<file path="src/rtl/ram_load_sequencer.sv">
// Write port A owner for the system RAM: HPS cartridge download, VRAM clear engine, or CPU.
// Also holds the console CPU in reset until image load, VRAM clear and a hold period complete.
module ram_load_sequencer #(
    parameter logic [15:0] CLEAR_BASE  = 16'hC000,
    parameter int          CLEAR_LEN   = 8192,
    parameter int          HOLD_CYCLES = 255
) (
    input  logic        clk_sys,
    input  logic        reset,
    input  logic        ioctl_download,
    input  logic        ioctl_wr,
    input  logic [24:0] ioctl_addr,
    input  logic [7:0]  ioctl_dout,
    input  logic [15:0] cpu_a,
    input  logic        cpu_we_n,
    input  logic [7:0]  cpu_d,
    output logic [15:0] ram_address,
    output logic [7:0]  ram_data,
    output logic        ram_wren,
    output logic        cpu_reset,
    output logic        busy,
    output logic [16:0] load_len,
    output logic        load_ovf
);

    typedef enum logic [1:0] {
        ST_CLEAR,
        ST_HOLD,
        ST_LOAD,
        ST_RUN
    } state_t;

    localparam int              CNT_W      = (HOLD_CYCLES > 1) ? $clog2(HOLD_CYCLES) : 1;
    localparam logic [15:0]     CLEAR_LAST = 16'(CLEAR_LEN - 1);
    localparam logic [CNT_W-1:0] HOLD_LAST = CNT_W'(HOLD_CYCLES - 1);

    state_t           state;
    logic [15:0]      ptr;
    logic [CNT_W-1:0] cnt;

    logic        in_range;
    logic [16:0] wr_end;

    assign in_range = (ioctl_addr[24:16] == 9'd0);
    assign wr_end   = {1'b0, ioctl_addr[15:0]} + 17'd1;

    // A download request pre-empts everything except reset and aborts any partial clear.
    always_ff @(posedge clk_sys) begin
        if (reset) begin
            state <= ST_CLEAR;
            ptr   <= 16'd0;
            cnt   <= HOLD_LAST;
        end else if (ioctl_download) begin
            state <= ST_LOAD;
        end else begin
            case (state)
                ST_CLEAR: begin
                    ptr <= ptr + 16'd1;
                    if (ptr == CLEAR_LAST) begin
                        state <= ST_HOLD;
                        cnt   <= HOLD_LAST;
                    end
                end
                ST_HOLD: begin
                    if (cnt == '0) state <= ST_RUN;
                    else           cnt   <= cnt - 1'b1;
                end
                ST_LOAD: begin
                    state <= ST_CLEAR;
                    ptr   <= 16'd0;
                end
                default: state <= ST_RUN;
            endcase
        end
    end

    // Statistics restart on LOAD entry; a write on the final LOAD cycle still counts.
    always_ff @(posedge clk_sys) begin
        if (reset) begin
            load_len <= 17'd0;
            load_ovf <= 1'b0;
        end else if (ioctl_download && state != ST_LOAD) begin
            load_len <= 17'd0;
            load_ovf <= 1'b0;
        end else if (state == ST_LOAD && ioctl_wr) begin
            if (!in_range)               load_ovf <= 1'b1;
            else if (wr_end > load_len)  load_len <= wr_end;
        end
    end

    always_comb begin
        ram_address = cpu_a;
        ram_data    = cpu_d;
        ram_wren    = 1'b0;
        case (state)
            ST_CLEAR: begin
                ram_address = CLEAR_BASE + ptr;
                ram_data    = 8'd0;
                ram_wren    = 1'b1;
            end
            ST_LOAD: begin
                ram_address = ioctl_addr[15:0];
                ram_data    = ioctl_dout;
                ram_wren    = ioctl_wr & in_range;
            end
            ST_RUN:  ram_wren = ~cpu_we_n;
            default: ram_wren = 1'b0;
        endcase
    end

    assign busy      = (state != ST_RUN);
    assign cpu_reset = (state != ST_RUN);

endmodule

</file>
<file path="config.mk">
export PLATFORM = sky130hd
export DESIGN_NAME = ram_load_sequencer
export DESIGN_NICKNAME = d
export VERILOG_FILES = /design/src/rtl/ram_load_sequencer.sv
export SDC_FILE = /design/constraint.sdc
export NUM_CORES = 1
export LEC_CHECK = 0
export ABC_CLOCK_PERIOD_IN_PS = 7850
export BUFFER_PORTS_ARGS = -buffer_cell sky130_fd_sc_hd__buf_2
export CORE_UTILIZATION = 45
export CTS_CLUSTER_DIAMETER = 60
export DETAILED_ROUTE_END_ITERATION = 6
export PLACE_DENSITY = 0.72
export SLEW_MARGIN = 10
export SYNTH_ARGS = -nofsm -noshare
export SYNTH_HDL_FRONTEND = slang
export SYNTH_SLANG_ARGS = --single-unit
</file>
<file path="constraint.sdc">
create_clock -name clk_sys -period 7.85 [get_ports clk_sys]
set_input_delay 0.785 -clock clk_sys [delete_from_list [all_inputs] [get_ports clk_sys]]
set_output_delay 0.785 -clock clk_sys [all_outputs]
set_load 0.02 [all_outputs]
</file>
==> flow_metrics.env <==
export IMPL_status="finished, final reports clean"
export IMPL_instances_no_fill=606
export IMPL_ctsHoldBuffers=0
export IMPL_startpoint_type="primary input"
export IMPL_grt_max_degree=53
export IMPL_core_um2=6830
export IMPL_grt_pass1_wl_mm=13.4
export IMPL_critPathKind="primary input to flop"
export IMPL_slew_viol_final=0
export IMPL_cts_setup_buffers=0
export IMPL_p_int_mw=0.330
export IMPL_port_buffers=106
export IMPL_p_leak_nw=1.59
export IMPL_crit_fanout=17
export IMPL_viasPerCell=5.35
export IMPL_track_usage=0.223
export IMPL_synth_seq_area_share=0.274
export IMPL_pre_cts_ws_ns=3.69
export IMPL_drt_first_pass_iters=4
export IMPL_worstPathArrival_ns=4.04
export IMPL_clockPowerShare=0.324
export IMPL_layout_commonest_cell="buf_2"
export IMPL_grt_antenna_before_repair=0
export IMPL_cp_end_kind="flop"
export IMPL_cts_max_level=2
export IMPL_layout_common_cells="buf_2, nand2_1, dfxtp_1"
export IMPL_syn_avg_cell_area_um2=7.82
export IMPL_worstSkewPairLatency_ns=0.29
export IMPL_power_mw=0.456
export IMPL_cts_root_buffer="clkbuf_8"
export IMPL_numCtsBuffers=5
export IMPL_p_switching_mw=0.126
export IMPL_finalWeightedCongestion=0.824
export IMPL_setup_viol=0
export IMPL_io_pins=107
export IMPL_synth_edf_count=0
export IMPL_swShare=0.277
export IMPL_min_period_ns=3.82
export IMPL_cts_tree="done"
export IMPL_nets=593
export IMPL_initial_core_util=0.471
export IMPL_drive_gt1_frac=0.259
export IMPL_path_clk_slew_ns=0.08
export IMPL_syn_num_nets=495
export IMPL_antennaDiodeCount=0
export IMPL_wl_per_cell_um=13.4
export IMPL_rows=30
export IMPL_wl_mm=8.11
export IMPL_ys_types=51
export IMPL_synthArstFlopShare=0
export IMPL_synth_main_ff_cell="dfxtp_1"
export IMPL_postRouteAntennaNets=0
export IMPL_power_ir_vdd_worst_mv=0.0676
export IMPL_grt_pass1_vias=2927
export IMPL_synth_warning_count=0
export IMPL_die_height_um=86.5
export IMPL_fin_worst_skew_ns=0.00432
export IMPL_holdCritPathClass="flop to flop"
export IMPL_drtIter0Drc=159
export IMPL_clkSinkCount=44
export IMPL_syn_area_um2=3220
export IMPL_critPathSlowestCell="o22ai_2"
export IMPL_vias=3242
export IMPL_period_share=0.487
export IMPL_postCtsResizedCells=0
export IMPL_power_frac_comb=0.182
export IMPL_max_cap_viol_count=0
export IMPL_worstPathCellList="buf_2 -> ha_1 -> nand2_1 -> nor3_1 -> nand2_1 -> xnor2_1 -> ha_1 -> and4_1 -> nand2_1 -> a211o_1 -> o22ai_2 -> mux2i_1"
export IMPL_cp_slowest_stage_delay_ns=0.84
export IMPL_setup_ws_ns=4.03
export IMPL_fin_tns_setup_ns=0
export IMPL_syn_inst=411
export IMPL_sequentialPowerShare=0.495
export IMPL_fp_dieW_um=86.5
export IMPL_dieArea_um2=7490
export IMPL_power_density_nw_per_um2=117
export IMPL_cp_required_ns=8.06
export IMPL_grt_overflow=0
export IMPL_slew_headroom=0.279
export IMPL_max_freq_ghz=0.262
export IMPL_reg2reg_slack_ns=5.28
export IMPL_worstMarginPinSlew_ns=1.08
export IMPL_grt_setup_unrepaired="no"
export IMPL_dp_hpwl_mm=6.42
export IMPL_drc=0
export IMPL_dp_cells=598
export IMPL_cpMostUsedCell="nand2_1"
export IMPL_cts_buffer_depth=2
export IMPL_ys_ff_latch=44
export IMPL_area_growth_pct=21.5
export IMPL_finalHoldViolations=0
[per-stage QoR]
step	cell area (µm²)	hold WS (ns)	util
after floorplan	3220	0.466	-
after global placement	3820	0.456	0.559
after detailed placement	3820	0.470	0.559
after CTS	3910	0.483	0.572
after global routing	3910	0.510	0.572
final	3910	0.477	0.572
[synth_stat cells (4+ instances only)]
master    count  area, µm²
nor3_1       12       60.1
nor4_1        6       37.5
dfxtp_1      44        881
o21ai_0      26        130
mux2i_1      30        300
a21oi_1      13       65.1
clkbuf_1     13       48.8
nand2_1      65        244
nand4_1       7       43.8
a22o_1        8       70.1
nor2_1       29        109
and4_1        4       35.0
nand2b_1      4       25.0
or3_1         4       25.0
inv_1        30        113
xor2_1       15        131
xnor2_1      14        123
or4_1         4       30.0
ha_1         22        275
nand3_1      15       75.1
[sequential cells by signal, summed over array words and instances, names as in the netlist]
register	cells
cnt	8
load_len	17
load_ovf	1
ptr	16
state	2
[logic make-up after synthesis]
| logic type | share of synthesized area |
|---|---|
| buffers and inverters | 0.0588 |
| muxes | 0.0969 |
| AOI/OAI and AO/OA | 0.145 |
| xor gates and xnor gates | 0.0790 |
| and+or+nand+nor | 0.261 |
| adders and majority gates | 0.0856 |
| DFF | 0.274 |
[layout make-up]
| class | instances | area, µm² |
|---|---|---|
| Multi-Input combinational cell | 319 | 2150 |
| Clock buffer | 8 | 90.1 |
| Sequential cell | 44 | 881 |
| Fill cell | 679 | 2930 |
| Timing Repair Buffer | 109 | 553 |
| Tap cell | 96 | 120 |
| Inverter | 30 | 113 |
[worst max-delay path, delay by kind of cell]
kind,cells,cell delay [ns]
AO/OA/AOI/OAI,2,1.17
XOR/XNOR,1,0.17
adder cells (fa/ha/maj),2,0.52
buffers and inverters,1,0.14
multiplexers,1,0.29
AND/OR/NAND/NOR,5,0.95
[power groups by stage]
| stage | clock network (mW) | registers (mW) | logic [mW] |
|---|---|---|---|
| final | 0.148 | 0.226 | 0.0830 |
| after global routing | 0.160 | 0.226 | 0.0917 |
| after CTS | 0.150 | 0.226 | 0.0830 |
| after detailed placement | 0 | 0.231 | 0.0828 |
| after global placement | 0 | 0.231 | 0.0811 |
| after floorplan | 0 | 0.231 | 0.0471 |
[final timing paths]
kind                                      to           from  depth (start not counted)
worst max register to register  load_len[12]   load_len[14]                          7
worst min register to register   load_len[3]    load_len[3]                          2
worst max-delay path            load_len[12]  ioctl_addr[0]                         12
worst min-delay path             load_len[3]    load_len[3]                          2
[layer usage]
metal	GRT usage	up-vias	part of all wire
met5	0	-	0
met4	0.0682	0	0.021
met3	0.0390	21	0.048
met2	0.372	118	0.48
met1	0.295	1463	0.45
li1	-	1640	-
Power figures use the tool's default switching activity.
